$ cat src/rtl/smg_scan_decoder.sv
// smg_scan_decoder: recovers the 4-digit value shown on a multiplexed,
// active-low 7-segment display by watching its digit-select (sm_wei) and
// segment (sm_duan) lines, and publishes each complete frame.
// Optional feature: define SMG_DP_CAPTURE_EN to capture the decimal point
// of every digit; without it dp reads 4'h0 and duan[7] is ignored.
module smg_scan_decoder #(
    parameter int unsigned STABLE_CYCLES = 4,
    parameter int unsigned FRAME_TIMEOUT = 65535
) (
    input  logic        clk,
    input  logic        rst,
    input  logic [3:0]  sm_wei,
    input  logic [7:0]  sm_duan,
    output logic [15:0] data,
    output logic [3:0]  blank,
    output logic [3:0]  dp,
    output logic        frame_valid,
    output logic        seg_error,
    output logic        timeout
);

    localparam logic [1:0] ST_IDLE   = 2'd0;
    localparam logic [1:0] ST_SETTLE = 2'd1;
    localparam logic [1:0] ST_HELD   = 2'd2;

    localparam logic [7:0]  STABLE_LIMIT = 8'(STABLE_CYCLES);
    localparam logic [15:0] TIMER_LAST   = 16'(FRAME_TIMEOUT - 1);

    logic [3:0]  wei_r;
    logic [7:0]  duan_r;
    logic        dp_key;
    logic [11:0] key;
    logic [11:0] key_q;
    logic        changed;

    logic        one_hot;
    logic [1:0]  idx;

    logic [3:0]  nib;
    logic        seg_ok;
    logic        seg_blank;

    logic [1:0]  state;
    logic [1:0]  state_n;
    logic [7:0]  cnt;
    logic [7:0]  cnt_n;
    logic        cap;
    logic        cap_ok;

    logic [3:0]  mask;
    logic [3:0]  mask_n;
    logic [3:0]  cap_bit;
    logic [3:0]  merged;
    logic [15:0] timer;
    logic [15:0] timer_n;
    logic        complete;
    logic        expire;
    logic        timeout_n;

    logic [15:0] sh_data;
    logic [3:0]  sh_blank;

`ifdef SMG_DP_CAPTURE_EN
    logic [3:0]  sh_dp;
    assign dp_key = duan_r[7];
`else
    logic        unused_dp_bit;
    assign dp_key        = 1'b1;
    assign unused_dp_bit = duan_r[7];
    assign dp            = 4'h0;
`endif

    // The stability key deliberately leaves out the decimal point when it is not captured.
    assign key     = {wei_r, dp_key, duan_r[6:0]};
    assign changed = (key != key_q);

    // Input registers plus the one-cycle-old copy used to detect any change.
    always_ff @(posedge clk) begin
        if (rst) begin
            wei_r  <= 4'hF;
            duan_r <= 8'hFF;
            key_q  <= 12'hFFF;
        end else begin
            wei_r  <= sm_wei;
            duan_r <= sm_duan;
            key_q  <= key;
        end
    end

    // Turn an active-low one-hot select into a digit index.
    always_comb begin
        one_hot = 1'b1;
        idx     = 2'd0;
        case (wei_r)
            4'b1110: idx = 2'd0;
            4'b1101: idx = 2'd1;
            4'b1011: idx = 2'd2;
            4'b0111: idx = 2'd3;
            default: one_hot = 1'b0;
        endcase
    end

    // Active-low hex glyph decoder; all segments off reads as a blank F.
    always_comb begin
        nib       = 4'h0;
        seg_ok    = 1'b1;
        seg_blank = 1'b0;
        case (duan_r[6:0])
            7'h40: nib = 4'h0;
            7'h79: nib = 4'h1;
            7'h24: nib = 4'h2;
            7'h30: nib = 4'h3;
            7'h19: nib = 4'h4;
            7'h12: nib = 4'h5;
            7'h02: nib = 4'h6;
            7'h78: nib = 4'h7;
            7'h00: nib = 4'h8;
            7'h10: nib = 4'h9;
            7'h08: nib = 4'hA;
            7'h03: nib = 4'hB;
            7'h46: nib = 4'hC;
            7'h21: nib = 4'hD;
            7'h06: nib = 4'hE;
            7'h0E: nib = 4'hF;
            7'h7F: begin
                nib       = 4'hF;
                seg_blank = 1'b1;
            end
            default: seg_ok = 1'b0;
        endcase
    end

    // Settle FSM: a digit is captured once its select and segments held for STABLE_CYCLES.
    always_comb begin
        state_n = state;
        cnt_n   = cnt;
        cap     = 1'b0;
        case (state)
            ST_IDLE: begin
                if (one_hot) begin
                    state_n = ST_SETTLE;
                    cnt_n   = 8'd1;
                end else begin
                    cnt_n = 8'd0;
                end
            end
            ST_SETTLE: begin
                if (!one_hot) begin
                    state_n = ST_IDLE;
                    cnt_n   = 8'd0;
                end else if (changed) begin
                    cnt_n = 8'd1;
                end else begin
                    cnt_n = cnt + 8'd1;
                end
            end
            ST_HELD: begin
                if (!one_hot) begin
                    state_n = ST_IDLE;
                    cnt_n   = 8'd0;
                end else if (changed) begin
                    state_n = ST_SETTLE;
                    cnt_n   = 8'd1;
                end
            end
            default: begin
                state_n = ST_IDLE;
                cnt_n   = 8'd0;
            end
        endcase
        if (state_n == ST_SETTLE && cnt_n == STABLE_LIMIT) begin
            cap     = 1'b1;
            state_n = ST_HELD;
        end
    end

    assign cap_ok  = cap & seg_ok;
    assign cap_bit = cap_ok ? (4'b0001 << idx) : 4'b0000;
    assign merged  = mask | cap_bit;

    // Frame bookkeeping: completion beats an expiring timer, even on the same edge.
    always_comb begin
        complete  = (mask == 4'hF);
        expire    = (mask != 4'h0) && !complete && (timer == TIMER_LAST);
        mask_n    = merged;
        timer_n   = (mask == 4'h0) ? 16'd0 : timer + 16'd1;
        timeout_n = 1'b0;
        if (complete) begin
            mask_n  = cap_bit;
            timer_n = 16'd0;
        end else if (expire && merged != 4'hF) begin
            mask_n    = 4'h0;
            timer_n   = 16'd0;
            timeout_n = 1'b1;
        end
    end

    // State, shadow frame, published outputs and status pulses.
    always_ff @(posedge clk) begin
        if (rst) begin
            state       <= ST_IDLE;
            cnt         <= 8'd0;
            mask        <= 4'h0;
            timer       <= 16'd0;
            sh_data     <= 16'h0000;
            sh_blank    <= 4'h0;
            data        <= 16'h0000;
            blank       <= 4'h0;
            frame_valid <= 1'b0;
            seg_error   <= 1'b0;
            timeout     <= 1'b0;
`ifdef SMG_DP_CAPTURE_EN
            sh_dp       <= 4'h0;
            dp          <= 4'h0;
`endif
        end else begin
            state       <= state_n;
            cnt         <= cnt_n;
            mask        <= mask_n;
            timer       <= timer_n;
            frame_valid <= complete;
            seg_error   <= cap & ~seg_ok;
            timeout     <= timeout_n;
            if (cap_ok) begin
                sh_data[{idx, 2'b00} +: 4] <= nib;
                sh_blank[idx]              <= seg_blank;
`ifdef SMG_DP_CAPTURE_EN
                sh_dp[idx]                 <= ~duan_r[7];
`endif
            end
            if (complete) begin
                data  <= sh_data;
                blank <= sh_blank;
`ifdef SMG_DP_CAPTURE_EN
                dp    <= sh_dp;
`endif
            end
        end
    end

endmodule

$ cat config.mk
export PLATFORM = sky130hd
export DESIGN_NAME = smg_scan_decoder
export DESIGN_NICKNAME = d
export VERILOG_FILES = /design/src/rtl/smg_scan_decoder.sv
export SDC_FILE = /design/constraint.sdc
export NUM_CORES = 1
export LEC_CHECK = 0
export BUFFER_PORTS_ARGS = -buffer_cell sky130_fd_sc_hd__clkbuf_2
export CORE_MARGIN = 2
export CORE_UTILIZATION = 42
export CTS_CLUSTER_SIZE = 14
export DETAILED_ROUTE_END_ITERATION = 12
export PLACE_DENSITY = 0.71
export SLEW_MARGIN = 20
export SYNTH_ARGS = -nofsm -noshare
export SYNTH_HDL_FRONTEND = slang
export SYNTH_SLANG_ARGS = --single-unit
$ cat constraint.sdc
create_clock -name clk -period 8.2 [get_ports clk]
set_clock_uncertainty 0.1 [all_clocks]
set_input_delay 0.41 -clock clk [delete_from_list [all_inputs] [get_ports clk]]
set_output_delay 0.41 -clock clk [all_outputs]
set_load 0.01 [all_outputs]
Word level (Yosys, flattened, before mapping)
Cells that the tools add are included.
Storage, ports and cells
  register bits: 96
  input bits: 14
  word-level logic and storage cells: 98
Cells by class
  add/subtract/negate cells: 3
  $lt $le $gt $ge: 2
  equality and inequality tests: 28
  shift operators: 3
  multiplexer cells: 26
  bitwise gates (word level): 4
  reductions and logical operators: 16
Operator list (count)
  one-hot mux 4 bit (15 select lines): 1
  equality test 7 bit (second input constant): 5
  2-to-1 mux 8 bit: 4
  one-hot mux 8 bit (3 select lines): 1
  equality test 7 x 5 -> 1 bit (second input constant): 3
  equality test 7 x 6 -> 1 bit (second input constant): 3
  OR reduction 17 bit: 1
  adder 16 x 1 -> 16 bit (second input constant): 1
  bitwise mux 16 bit: 1
  equality test 16 bit (second input constant): 1
  equality test 4 bit (second input constant): 4
  variable shift 4 x 6 -> 16 bit (first input constant): 1
  variable part select 4 x 6 -> 16 bit: 1
  equality test 7 x 2 -> 1 bit (second input constant): 2
  equality test 7 x 4 -> 1 bit (second input constant): 2
  2-to-1 mux 4 bit: 3
  != test 12 bit: 1
  one-hot mux 2 bit (3 select lines): 2
  2-to-1 mux 2 bit: 5
  adder 8 x 1 -> 8 bit (second input constant): 1
  equality test 8 x 3 -> 1 bit (second input constant): 1
  OR reduction 4 bit: 2
  equality test 7 x 3 -> 1 bit (second input constant): 1
  logical NOT 7 bit: 1
  20 further kinds: 34

Depth between registers and ports, before layout
Gate-level depths: netlist of run 1.
  word-level depth: 15
  depth in mapped cells: 10

Worst setup path after synthesis of run 1
No wires, ideal clock.
  path kind: register to register
  from: register cnt[0]
  to: register timer[14]
  data arrival time: 2441 ps
  setup slack: 5582 ps
  stages on the path, launching flop included: 11
  period minus slack after synthesis: 2618 ps
  path through: dfxtp_1 -> ha_1 -> nand3_1 -> xnor2_1 -> a22oi_1 -> nand4b_1 -> a211oi_1 -> o22ai_1 -> o2111a_1 -> buf_6 -> nor3_2
On the way
  word-level cells in the longest chain between the ends: 13
  elaborated cells on any way between the ends: 15
Ends and longest elaborated chain
  start: declaration: line 45  | logic [7:0] cnt;
  start signal: assignment: line 218  | cnt <= cnt_n;
  adder 8 x 1 -> 8 bit: line 154  | cnt_n = cnt + 8'd1;
  2-to-1 mux 8 bit: line 151  | end else if (changed) begin
  2-to-1 mux 8 bit: line 148  | if (!one_hot) begin
  one-hot mux 8 bit (3 select lines) (*): line 138  | case (state)
  equality test 8 x 3 -> 1 bit (*): line 171  | if (state_n == ST_SETTLE && cnt_n == STABLE_LIMIT) begin
  logical AND 1 bit (*): line 171
  2-to-1 mux 1 bit (*): line 171
  bitwise AND 1 bit (*): line 177  | assign cap_ok = cap & seg_ok;
  2-to-1 mux 4 bit (*): line 178  | assign cap_bit = cap_ok ? (4'b0001 << idx) : 4'b0000;
  OR 4 bit (*): line 179  | assign merged = mask | cap_bit;
  != test 4 bit (*): line 191  | end else if (expire && merged != 4'hF) begin
  logical AND 1 bit (*): line 191
  OR reduction 4 bit (no line) (*)
  end signal: assignment: line 220  | timer <= timer_n;
  end: declaration: line 54  | logic [15:0] timer;
Mark *: on every way between the ends. The rest lies on a longest branch, timed or not.
A chain may end at the register's enable or synchronous reset.

Worst setup path after layout of run 1
  from: register duan_r[4]
  to: register timeout
On the way
  word-level cells in the longest chain between the ends: 13
  elaborated cells on any way between the ends: 38
Ends and longest elaborated chain
  start: declaration: line 30  | logic [7:0] duan_r;
  start signal: assignment: line 85  | duan_r <= sm_duan;
  != test 12 bit: line 75  | assign changed = (key != key_q);
  2-to-1 mux 8 bit (tied with other cells): line 161  | end else if (changed) begin
  2-to-1 mux 8 bit (tied with other cells): line 158  | if (!one_hot) begin
  one-hot mux 8 bit (3 select lines) or one-hot mux 2 bit (3 select lines) (tied branches): line 138
  equality test 8 x 3 -> 1 bit or equality test 2 x 1 -> 1 bit (tied branches): line 171
  logical AND 1 bit: line 171
  2-to-1 mux 1 bit: line 171
  bitwise AND 1 bit (*): line 177
  2-to-1 mux 4 bit (*): line 178
  OR 4 bit (*): line 179
  != test 4 bit (*): line 191
  logical AND 1 bit (*): line 191
  2-to-1 mux 1 bit (*): line 191
  end signal: assignment: line 223  | timeout <= timeout_n;
  end: declaration: line 19  | output logic timeout
Marked as above.

==> results of run 1 <==
## metrics by stage
step | hold WS, ns | cells | total power [mW] | util (%)
3_5_place_dp | 0.346 | 639 | 0.535 | 44.9
4_1_cts | 0.106 | 655 | 0.851 | 46.9
5_1_grt | 0.105 | 656 | 0.878 | 47.0
6_report | 0.116 | 656 | 0.842 | 47.0
3_3_place_gp | 0.345 | 639 | 0.533 | 44.9
2_1_floorplan | 0.331 | 500 | 0.525 | -
## worst max-delay path, stage by stage (launching register included)
cell and delay [ns]:
dfxtp_1 0.64, nand3_1 0.21, o32ai_1 0.44, a31oi_1 0.10, nor4b_2 0.22, a211oi_1 0.65
o22ai_1 0.20, o2111a_2 0.53, nor3b_1 0.25
## worst paths after layout
path	from	slack (ns)	endpoint
min	sm_duan[3]	0.12	duan_r[3]
max reg2reg	duan_r[4]	4.71	timeout
min reg2reg	data[9]	0.36	data[9]
max	duan_r[4]	4.71	timeout
## cell type report
class | count | area share [%]
repair buffers | 37 | 4.01
well taps | 136 | 3.52
multi-input cells | 367 | 48.4
flip-flops and latches | 95 | 39.4
clock buffers | 10 | 2.85
inverters | 5 | 0.389
clock inverters | 6 | 1.42
## cells by family after synthesis
group | share of synthesized area (%)
AND/OR/NAND/NOR | 30.0
flip-flops | 43.0
AO/OA/AOI/OAI | 10.1
buffers and inverters | 4.47
XOR/XNOR | 6.53
multiplexers | 3.87
adder cells (fa/ha/maj) | 1.98
other | 0.0847
## layer usage
metal	global-route usage, %	up-vias	wire length [um]	part of all wire (%)
li1	-	1741	-	-
met1	20.3	1601	3940	46
met2	25.3	69	4080	48
met3	3.22	7	407	4.8
met4	5.94	0	84	0.99
met5	0	-	0	0
## state kept, by name, summed over array words and instances (netlist names)
name	cells
key_q	11
state	2
frame_valid	1
data	16
blank	4
seg_error	1
cnt	8
timer	16
timeout	1
mask	4
wei_r	4
duan_r	7
sh_data	16
sh_blank	4
## synth_stat cells (13+ instances only)
library cell / count
xnor2_1: 13
xor2_1: 20
clkbuf_1: 15
mux2i_1: 16
nand3_1: 14
nor3_2: 20
or2_2: 23
nand2_1: 65
a21oi_1: 36
nor2_1: 45
dfxtp_1: 95
## power groups by stage
stage / clock network [mW] / registers [mW] / logic, mW
global route: 0.346 / 0.479 / 0.0522
detailed placement: 0 / 0.488 / 0.0460
global placement: 0 / 0.488 / 0.0447
finish: 0.317 / 0.478 / 0.0464
floorplan: 0 / 0.482 / 0.0430
CTS: 0.327 / 0.478 / 0.0463
==> impl_metrics.json, run 1 <==
{
  "syn-mean-instance-area_sq_um": 8.91,
  "synth-main-ff-cell": "dfxtp_1",
  "coreArea_sq_um": 10300,
  "synth-edff-count": 0,
  "antenna_left": 0,
  "fmax_ghz": 0.286,
  "row_count": 37,
  "endpoint_kind": "register",
  "drcViolationCount": 0,
  "combPwrFrac_pct": 5.5,
  "ir_drop_v": 0.000115,
  "p_int_mw": 0.637,
  "rsz0062_at_grt": "no",
  "syn-cell-area_sq_um": 4430,
  "fin_nets": 536,
  "clock_path_buffers": 2,
  "start_util_pct": 43.1,
  "cts_buffers": 9,
  "seq_area_sq_um": 1900,
  "layout_commonest_cell": "dfxtp_1",
  "p_sw_mw": 0.205,
  "cts-root-buf": "clkbuf_8",
  "post_drt_via_cell_ratio": 5.21,
  "maxSlewViolCount": 0,
  "antenna_cells": 0,
  "grt_pass1_wl_um": 14500,
  "drt_iter0_drc": 211,
  "synth.yosys.warnings": 0,
  "hp-class": "in2reg",
  "dp_hpwl_um": 5830,
  "port_buffers": 35,
  "mostFrequentLayoutCells": "dfxtp_1 (95), nand2_1 (65), nor2_1 (45)",
  "cts_hold_buf": 0,
  "multiInputGateArea_sq_um": 2340,
  "path_max_fanout": 21,
  "final_hold_viol_count": 0,
  "yosysSeqAreaShare_pct": 43.0,
  "grt_antenna_before_repair": 0,
  "cts_tree": "done",
  "clk_latency_ns": 0.36,
  "design_area_sq_um": 4830,
  "drt-total-wl_um": 8510,
  "fillers": 992,
  "cts_setup_buffers": 0,
  "h-tree-depth": 3,
  "crit_required_ns": 8.31,
  "synth.area.top_cells": "dfxtp_1 (43%), nand2_1 (5.5%), nor3_2 (4.5%)",
  "clkPwrFrac_pct": 37.7,
  "yosysTopAreaCell": "dfxtp_1",
  "p_sw_share_pct": 24.4,
  "p_leak_nw": 1.68,
  "grt_max_degree": 74,
  "synth-async-reset-ratio_pct": 0,
  "synthToLayoutAreaGrowth_pct": 9.13,
  "track_usage_pct": 15.5,
  "post_cts_resize_count": 0,
  "cp.arrival_ns": 3.60,
  "ys_ff_latch": 95,
  "hold-path-cell-count": 2,
  "status": "complete, no violations",
  "critPathLaunchType": "register",
  "setup_ws_ns": 4.71,
  "io_pins": 41,
  "drive_above_1_share_pct": 21.2,
  "routedWlPerCell_um": 13.0,
  "rr_worst_depth": 8,
  "tns_ns": 0,
  "post-place-ws_ns": 4.49,
  "final-setup-viol-count": 0,
  "cts.sinks": 95,
  "syn_inst": 497,
  "fin_crit_sh_pct": 42.6,
  "drtPass1Iterations": 4,
  "post-route-min-period_ns": 3.49,
  "die_height_um": 107,
  "drv_cap": 0,
  "relSlewSlack_pct": 44.3,
  "p_seq_share_pct": 56.8,
  "synth.distinct_cells": 59,
  "gp_congestion": 0.859,
  "die_x_um": 107,
  "synth_top_area_share_pct": 43.0,
  "p_per_area_nw_per_um2": 174,
  "vias": 3418,
  "grt_remaining_overflow": 0,
  "placed_area_sq_um": 4610,
  "tightest_slew_ns": 0.836,
  "crit_type": "reg2reg",
  "clkSlewWorstSetupHoldPaths_ns": 0.09,
  "grt_pass1_vias": 3198,
  "die-area_sq_um": 11400
}
Power figures use the tool's default switching activity.
==> run 2, diff against run 1 <==
==> constraint.sdc (replaced) <==
create_clock -name clk -period 3.3 [get_ports clk]
set_clock_uncertainty 0.1 [all_clocks]
set_input_delay 0.165 -clock clk [delete_from_list [all_inputs] [get_ports clk]]
set_output_delay 0.165 -clock clk [all_outputs]
set_load 0.01 [all_outputs]
==> run 2 against run 1 <==
Net effect: critical path depth increased by 1; clock power increased by 130%; highest routed layer unchanged; critical endpoint is now timer[11]; design area increased by 3.5%; core utilization increased by 1.6 points; global-route usage increased by 0.53 points; power increased by 140%; largest cell class unchanged; count of clock-buffer cells in the layout unchanged.
==> impl_metrics.json, run 2 (synthesis gave the netlist of run 1 again) <==
{
  "cts-root-buf": "clkbuf_8",
  "drt_iter0_drc": 113,
  "grt_antenna_before_repair": 0,
  "die-area_sq_um": 11400,
  "cp_cell_sequence": "nand2_1 > o32ai_1 > a31oi_1 > nor4b_2 > a211oi_1 > o22ai_1 > o2111a_1 > buf_12 > nor3_2",
  "ir_drop_v": 0.000238,
  "crit_type": "reg2reg",
  "grt_remaining_overflow": 0,
  "grt_max_degree": 51,
  "cts.sinks": 95,
  "tns_ns": 0,
  "p_seq_share_pct": 58.2,
  "crit_buf_inv": 1,
  "row_count": 37,
  "antenna_left": 0,
  "antenna_cells": 0,
  "drv_cap": 0,
  "rsz0062_at_grt": "no",
  "final-setup-viol-count": 0,
  "p_sw_mw": 0.523,
  "clk_latency_ns": 0.36,
  "final_hold_viol_count": 0,
  "fin_nets": 555,
  "top_regs": "data (16), sh_data (16), timer (16)",
  "coreArea_sq_um": 10300,
  "cp_top_family": "compound AO/OA/AOI/OAI gates",
  "fin_crit_sh_pct": 90.7,
  "vias": 3487,
  "layout_commonest_cell": "dfxtp_1",
  "placedCellCount": 648,
  "drtPass1Iterations": 4,
  "status": "complete, no violations",
  "p_leak_nw": 1.76,
  "combPwrFrac_pct": 6.3,
  "path_max_fanout": 16,
  "cts_setup_buffers": 0,
  "fmax_ghz": 0.334,
  "io_pins": 41,
  "die_height_um": 107,
  "start_util_pct": 43.1,
  "placed_area_sq_um": 4690,
  "grt_pass1_vias": 3359,
  "post_drt_via_cell_ratio": 5.17,
  "grt_pass1_wl_um": 14800,
  "cts_tree": "done",
  "hp-class": "in2reg",
  "endpoint_kind": "register",
  "crit_required_ns": 3.48,
  "clock_path_buffers": 2,
  "p_sw_share_pct": 25.6,
  "max_stage_delay_ns": 0.65,
  "p_per_area_nw_per_um2": 409,
  "relSlewSlack_pct": 41.9,
  "mostFrequentLayoutCells": "dfxtp_1 (89), nand2_1 (65), nor2_1 (45)",
  "h-tree-depth": 3,
  "cts_buffers": 9,
  "p_int_mw": 1.52,
  "track_usage_pct": 16.1,
  "drcViolationCount": 0,
  "fillers": 993,
  "clkPwrFrac_pct": 35.5,
  "gp_congestion": 0.854,
  "dp_hpwl_um": 6030,
  "final_util_pct": 48.6,
  "design_area_sq_um": 5000,
  "maxSlewViolCount": 0,
  "layout.cells.non_filler": 675,
  "routedWlPerCell_um": 12.9,
  "clkSlewWorstSetupHoldPaths_ns": 0.10,
  "die_x_um": 107,
  "critPathLaunchType": "register",
  "tightest_slew_ns": 0.872,
  "synthToLayoutAreaGrowth_pct": 12.9,
  "post-route-min-period_ns": 2.99,
  "port_buffers": 35,
  "drt-total-wl_um": 8730,
  "drive_above_1_share_pct": 22.8,
  "crit_slowest_cell": "dfxtp_1",
  "cp.arrival_ns": 3.18
}
[run 2: timing repair]
item | in CTS | in global routing
resized for setup | 0 | 6
setup endpoints to repair | 0 | 16
hold endpoints to repair | 11 | 0
hold buffers | 11 | 0
[run 2: layout make-up]
| type | instances | area [sq um] | area share [%] |
|---|---|---|---|
| multi-input cells | 367 | 2340 | 46.8 |
| inverters | 5 | 18.8 | 0.375 |
| clock buffers | 10 | 138 | 2.75 |
| clock inverters | 6 | 51.3 | 1.03 |
| flip-flops and latches | 95 | 1910 | 38.2 |
| repair buffers | 56 | 373 | 7.46 |
| well taps | 136 | 170 | 3.40 |
[run 2: path summary, 6_finish.rpt]
check	end	slack [ns]	start	cells after the start
setup / recovery	timer[11]	0.31	duan_r[1]	9
hold / removal	duan_r[5]	0.21	rst	2
setup reg to reg	timer[11]	0.31	duan_r[1]	9
hold reg to reg	data[0]	0.36	sh_data[0]	2
[run 2: power groups by stage]
| stage | clock (mW) | sequential (mW) | combinational (mW) |
|---|---|---|---|
| finish | 0.727 | 1.19 | 0.128 |
| CTS | 0.750 | 1.19 | 0.128 |
| detailed placement | 0 | 1.21 | 0.117 |
| global route | 0.792 | 1.19 | 0.146 |
| global placement | 0 | 1.21 | 0.113 |
| floorplan | 0 | 1.20 | 0.107 |
[run 2: stage by stage]
stage               hold slack (ns)  total power, mW  setup WS [ns]
floorplan                     0.169             1.30          0.682
global placement              0.248             1.33          0.344
detailed placement            0.249             1.33          0.277
CTS                           0.212             2.06          0.241
global route                  0.258             2.13         0.0171
finish                        0.211             2.04          0.305
[run 2: per-layer routing]
metal | global-route usage (%) | part of all wire [%] | vias up
li1 | - | - | 1776
met1 | 19.6 | 48 | 1663
met2 | 28.1 | 49 | 42
met3 | 3.95 | 2.6 | 6
met4 | 4.64 | 0.68 | 0
met5 | 0 | 0 | -
